## src/rtl/interconnect_pkg.sv

```systemverilog
// Shared types and channel-tag helpers for the inter-FPGA link arbiter.
package interconnect_pkg;

  typedef enum logic {
    IDLE  = 1'b0,
    BURST = 1'b1
  } arb_state_t;

  // Next channel after ch, wrapping at n (round-robin pointer advance).
  function automatic int unsigned next_ch(input int unsigned ch, input int unsigned n);
    return (ch + 1 >= n) ? 0 : ch + 1;
  endfunction

  // A received tag addresses a real channel only when it is below n.
  function automatic bit tag_in_range(input int unsigned id, input int unsigned n);
    return id < n;
  endfunction

endpackage

```

## src/rtl/rr_priority_select.sv

```systemverilog
// Rotating priority encoder: first asserted request at or after ptr, wrapping.
module rr_priority_select #(
  parameter int N  = 4,
  parameter int IW = 2
) (
  input  logic [N-1:0]  req,
  input  logic [IW-1:0] ptr,
  output logic [IW-1:0] idx,
  output logic          any
);

  // Scan offsets from far to near so the nearest request to ptr wins.
  always_comb begin
    idx = '0;
    any = |req;
    for (int k = N - 1; k >= 0; k--) begin
      if (req[(int'(ptr) + k) % N]) idx = IW'((int'(ptr) + k) % N);
    end
  end

endmodule

```

## src/rtl/channel_link_arbiter.sv

```systemverilog
// Shares one inter-FPGA link between CHANNELS logical channels.
// TX: round-robin with burst lock, tagged beat registered onto the link.
// RX: tagged beats demultiplexed back to per-channel streams (combinational).
// Optional: define LINK_ARB_STATS_EN to add per-channel saturating grant_count.
module channel_link_arbiter
  import interconnect_pkg::*;
#(
  parameter int WIDTH     = 128,
  parameter int CHANNELS  = 4,
  parameter int MAX_BURST = 4,
  localparam int ID_W     = $clog2(CHANNELS)
) (
  input  logic                         clk,
  input  logic                         reset,
  input  logic [WIDTH*CHANNELS-1:0]    tx_data,
  input  logic [CHANNELS-1:0]          tx_valid,
  output logic [CHANNELS-1:0]          tx_ready,
  output logic [WIDTH+ID_W-1:0]        link_out_data,
  output logic                         link_out_valid,
  input  logic                         link_out_ready,
  input  logic [WIDTH+ID_W-1:0]        link_in_data,
  input  logic                         link_in_valid,
  output logic                         link_in_ready,
  output logic [WIDTH*CHANNELS-1:0]    rx_data,
  output logic [CHANNELS-1:0]          rx_valid,
  input  logic [CHANNELS-1:0]          rx_ready,
  output logic                         link_busy
`ifdef LINK_ARB_STATS_EN
  ,
  output logic [16*CHANNELS-1:0]       grant_count
`endif
);

  localparam int CNT_W = (MAX_BURST > 1) ? $clog2(MAX_BURST) : 1;

  arb_state_t        state;
  logic [ID_W-1:0]   grant, rr_ptr, sel_idx, grant_nxt;
  logic              sel_any;
  logic [CNT_W-1:0]  burst_cnt;
  logic              load_en, accept, burst_last;
  logic [WIDTH-1:0]  tx_pay;
  logic [ID_W-1:0]   rx_id;
  logic [CHANNELS-1:0] rx_hit;

  rr_priority_select #(.N(CHANNELS), .IW(ID_W)) u_rr (
    .req (tx_valid),
    .ptr (rr_ptr),
    .idx (sel_idx),
    .any (sel_any)
  );

  // Output slot is free when empty or draining this cycle.
  assign load_en    = !link_out_valid || link_out_ready;
  assign accept     = (state == BURST) && tx_valid[grant] && load_en;
  assign burst_last = burst_cnt == CNT_W'(MAX_BURST - 1);
  assign tx_pay     = tx_data[32'(grant)*WIDTH +: WIDTH];
  assign grant_nxt  = ID_W'(next_ch(32'(grant), CHANNELS));

  // Ready is offered to the granted channel regardless of its valid.
  for (genvar c = 0; c < CHANNELS; c++) begin : g_tx
    assign tx_ready[c] = (state == BURST) && (grant == ID_W'(c)) && load_en;
  end

  // Arbitration FSM: IDLE picks a channel (bubble cycle), BURST streams it.
  always_ff @(posedge clk or negedge reset) begin
    if (!reset) begin
      state     <= IDLE;
      grant     <= '0;
      rr_ptr    <= '0;
      burst_cnt <= '0;
    end else begin
      case (state)
        IDLE: begin
          if (sel_any) begin
            grant     <= sel_idx;
            burst_cnt <= '0;
            state     <= BURST;
          end
        end
        BURST: begin
          if (accept) begin
            if (burst_last) begin
              state  <= IDLE;
              rr_ptr <= grant_nxt;
            end else begin
              burst_cnt <= burst_cnt + 1'b1;
            end
          end else if (!tx_valid[grant] && load_en) begin
            // Requester went away with the link free: release the grant.
            state  <= IDLE;
            rr_ptr <= grant_nxt;
          end
        end
        default: state <= IDLE;
      endcase
    end
  end

  // Link output register and registered busy status.
  always_ff @(posedge clk or negedge reset) begin
    if (!reset) begin
      link_out_valid <= 1'b0;
      link_out_data  <= '0;
      link_busy      <= 1'b0;
    end else begin
      if (accept) begin
        link_out_data  <= {grant, tx_pay};
        link_out_valid <= 1'b1;
      end else if (link_out_ready) begin
        link_out_valid <= 1'b0;
      end
      link_busy <= (|tx_valid) || link_out_valid || link_in_valid;
    end
  end

  // RX demux: payload broadcast, valid steered by tag; bad tags are sunk.
  assign rx_id = link_in_data[WIDTH +: ID_W];
  for (genvar c = 0; c < CHANNELS; c++) begin : g_rx
    assign rx_hit[c]                 = rx_id == ID_W'(c);
    assign rx_valid[c]               = link_in_valid && rx_hit[c];
    assign rx_data[c*WIDTH +: WIDTH] = link_in_data[WIDTH-1:0];
  end
  assign link_in_ready = !tag_in_range(32'(rx_id), CHANNELS) || (|(rx_ready & rx_hit));

`ifdef LINK_ARB_STATS_EN
  logic [CHANNELS-1:0][15:0] gcnt;

  // Per-channel accepted-beat counters, saturating.
  always_ff @(posedge clk or negedge reset) begin
    if (!reset) begin
      gcnt <= '0;
    end else begin
      for (int c = 0; c < CHANNELS; c++) begin
        if (accept && grant == ID_W'(c) && gcnt[c] != 16'hFFFF) gcnt[c] <= gcnt[c] + 16'd1;
      end
    end
  end

  assign grant_count = gcnt;
`else
  // Default build carries no statistics counters.
`endif

endmodule
```

## config.mk

```make
export PLATFORM = sky130hd
export DESIGN_NAME = channel_link_arbiter
export DESIGN_NICKNAME = d
export VERILOG_FILES = /design/src/rtl/interconnect_pkg.sv /design/src/rtl/rr_priority_select.sv /design/src/rtl/channel_link_arbiter.sv
export SDC_FILE = /design/constraint.sdc
export NUM_CORES = 1
export LEC_CHECK = 0
export ABC_AREA = 1
export CAP_MARGIN = 20
export CELL_PAD_IN_SITES_DETAIL_PLACEMENT = 1
export CELL_PAD_IN_SITES_GLOBAL_PLACEMENT = 2
export CORE_AREA = 2 2 502 504
export DETAILED_ROUTE_END_ITERATION = 12
export DIE_AREA = 0 0 504 506
export MAX_ROUTING_LAYER = met4
export PLACE_DENSITY = 0.38
export SYNTH_ARGS = -nofsm -noshare
export SYNTH_HDL_FRONTEND = slang
export SYNTH_HIERARCHICAL = 1
export SYNTH_SLANG_ARGS = --single-unit
export TNS_END_PERCENT = 10
```

## constraint.sdc

```tcl
create_clock -name clk -period 2.31 [get_ports clk]
set_clock_uncertainty 0.2 [all_clocks]
set_input_delay 0.3465 -clock clk [delete_from_list [all_inputs] [get_ports clk]]
set_output_delay 0.3465 -clock clk [all_outputs]
set_load 0.01 [all_outputs]
```

==> results of run 1 <==
## what timing repair did
action                     in CTS  in global routing
gates resized for setup        41                 29
pin swaps                       0                  1
setup endpoints to repair      15                 53
hold buffers                    1                  0
hold endpoints to repair      124                  0
buffers inserted                5                  6
gates cloned                    0                  0
## state kept, by name (all words and copies together), names as in the netlist
name and cells:
rr_ptr 2, link_out_data 130, grant 2, link_out_valid 1, link_busy 1, burst_cnt 2, state 1
## layer usage
layer,vias to the layer above,share of wire,wire length [um],global-route usage
met2,869,0.47,61450,0.1660
met1,6769,0.40,52390,0.1149
met3,350,0.090,11760,0.03864
met5,-,0,0,-
li1,6598,-,-,-
met4,0,0.042,5520,0.04317
## synthesized netlist by cell type, drive strengths merged
library cell | instances | area [um^2]
buf | 577 | 4245
nor2 | 392 | 1471
o21ai | 388 | 1942
nand2 | 301 | 1140
nand3 | 146 | 730.7
dfrtp | 139 | 3478
clkbuf | 63 | 236.5
inv | 22 | 85.09
ha | 5 | 62.56
nand4 | 5 | 31.28
nor3 | 4 | 20.02
a21oi | 3 | 26.28
and2 | 1 | 6.260
nor4 | 1 | 6.260
o21a | 1 | 7.510
## metrics by stage
stage / area (um^2) / power, mW / instances / util / setup TNS, ns
finish: 22530 / 27.80 / 5681 / 0.09010 / 0
global route: 22520 / 30.59 / 5679 / 0.09008 / -0.2674
CTS: 22320 / 29.09 / 5637 / 0.08926 / -0.1079
detailed placement: 21660 / 25.19 / 5601 / 0.08663 / -0.6305
global placement: 21660 / 25.19 / 5601 / 0.08663 / -0.6017
floorplan: 13490 / 13.30 / 2048 / - / 0
## report_power, final
group	internal, mW	switching [mW]	total (mW)
registers	3.68	0.842	4.52
logic	7.97	11.9	19.9
clock network	1.71	1.69	3.40
total	13.4	14.4	27.8
## cells by family (layout without fill, tap and decap cells)
| logic type | count (synthesis) | in the layout | synth area share |
|---|---|---|---|
| DFF | 139 | 139 | 0.2579 |
| adders and majority gates | 5 | 5 | 0.004638 |
| buffers and inverters | 662 | 909 | 0.3386 |
| and+or+nand+nor | 850 | 850 | 0.2525 |
| AOI/OAI and AO/OA | 392 | 392 | 0.1465 |
| other | 0 | 38 | 0 |
## worst max-delay path by stage
stage | slack, ns | end
6_report | 0.04 | link_in_ready
5_1_grt | -0.08 | tx_ready[0]
4_1_cts | -0.07 | tx_ready[0]
3_5_place_dp | -0.07 | link_out_data[52]
3_3_place_gp | -0.10 | tx_ready[2]
2_1_floorplan | 0.35 | tx_ready[0]
## area by class of cell
type                    instances  area [um^2]
clock inverters                11        147.6
repair buffers                857         8573
multi-input cells            1247         5489
clock buffers                  19        442.9
well taps                    3348         4189
diodes                         38        95.09
fillers                     30100       227500
flip-flops and latches        139         3487
inverters                      22        102.6
## cells in the final DEF (no fill, tap or decap), drive strengths merged, types with 3 or more instances in the layout
master / count
clkdlybuf4s50: 646
nor2: 392
o21ai: 388
nand2: 301
buf: 204
nand3: 146
dfrtp: 139
diode: 38
inv: 21
clkbuf: 19
nand4: 5
ha: 5
clkinv: 5
nor3: 4
clkinvlp: 4
bufinv: 3
dlygate4sd2: 3
dlymetal6s2s: 3
a21oi: 3
==> reports/results.tsv, run 1 <==
metric	value	unit
grt_overflow_total	0	
startpoint_type	primary input	
synthCells	2048	
period_share	0.9836	
hp-class	primary input to asynchronous set/reset pin	
total_leakage_power	8.304	nW
cts_tree	built	
die_y	506	um
rsz0062_at_grt	true	
drcViolationCount	0	
drv_slew	0	
path_max_fanout	5	
wl	131100	um
grt_pass1_vias	15740	
slew_headroom	0.5625	
worst_pin_slew	0.6494	ns
ant_nets	0	
crit_chain	clkdlybuf4s50_1 > inv_1 > nand3_1 > nand4_1 > clkdlybuf4s50_1	
crit_start	link_in_data[129]	
drt-vias-per-instance	2.568	
clk_pin_slew	0.08	ns
cp.arrival	1.73	ns
path_depth	5	
syn_area_per_cell	6.587	um^2
cpPeakStageDelay	0.54	ns
end_kind	primary output	
portBuffers	666	
hold_viol	0	
outcome	completed	
fp-row-count	184	
die-area	255000	um^2
regToRegSetupSlack	0.08	ns
setup_violations	0	
drive_gt1_frac	0.1115	
core_area	250000	um^2
vias	14590	
max_freq	440.1	MHz
gp_congestion	0.7563	
crit_type	primary input to primary output	
grt_first_pass_wirelength	167600	um
crit_required	1.76	ns
critical_path_buf_inv_count	3	
fin_crit	2.272	ns
cp_common_cell	clkdlybuf4s50_1	
synth_cell_type_count	25	
cts_buffers	17	
clk-insertion-delay-late	0.56	ns
yosysWarnings	6	
final_nets	2943	
routed_wire_length_per_instance	23.08	um
synth_fp_nets	2707	
die_w	504	um
post-place-ws	-0.07421	ns
cpMaxStageDelayCell	clkdlybuf4s50_1	
fin_ws	0.03799	ns
ys_seq_area_frac	0.2579	
area_growth	67.00	%
rr_worst_depth	11	
start_util	0.05395	
maxCapViolCount	0	
firstDrtPassIters	5	
synth_area	13490	um^2
h-tree-depth	4	
cp_top_family	buffers and inverters	
drt_iter0_markers	530	
cts_max_path_buffers	2	
ios	1307	
antenna_found_initial	105	
vdd_ir_drop_max	0.0006215	V
grt_max_degree	48	
numClockSinks	139	
holdWs	0.09561	ns
ys_seq_elements	139	
r2r_start	grant[0]	
cts_root_buf	clkbuf_16	
r2r-end	link_out_data[90]	
hpwl	112600	um
grt.total_usage	0.1034	
power_density	1234	nW/um^2
No activity file was read; power rests on OpenSTA's default activity.
==> inputs of run 2 (changes only) <==
--- a/config.mk
+++ b/config.mk
@@ -10,6 +10,7 @@
 export CELL_PAD_IN_SITES_DETAIL_PLACEMENT = 1
 export CELL_PAD_IN_SITES_GLOBAL_PLACEMENT = 2
 export CORE_AREA = 2 2 502 504
+export CTS_CLUSTER_DIAMETER = 50
 export DETAILED_ROUTE_END_ITERATION = 12
 export DIE_AREA = 0 0 504 506
 export MAX_ROUTING_LAYER = met4
==> results of run 2 <==
No change in the layout: final DEF, timing and power equal those of run 1.
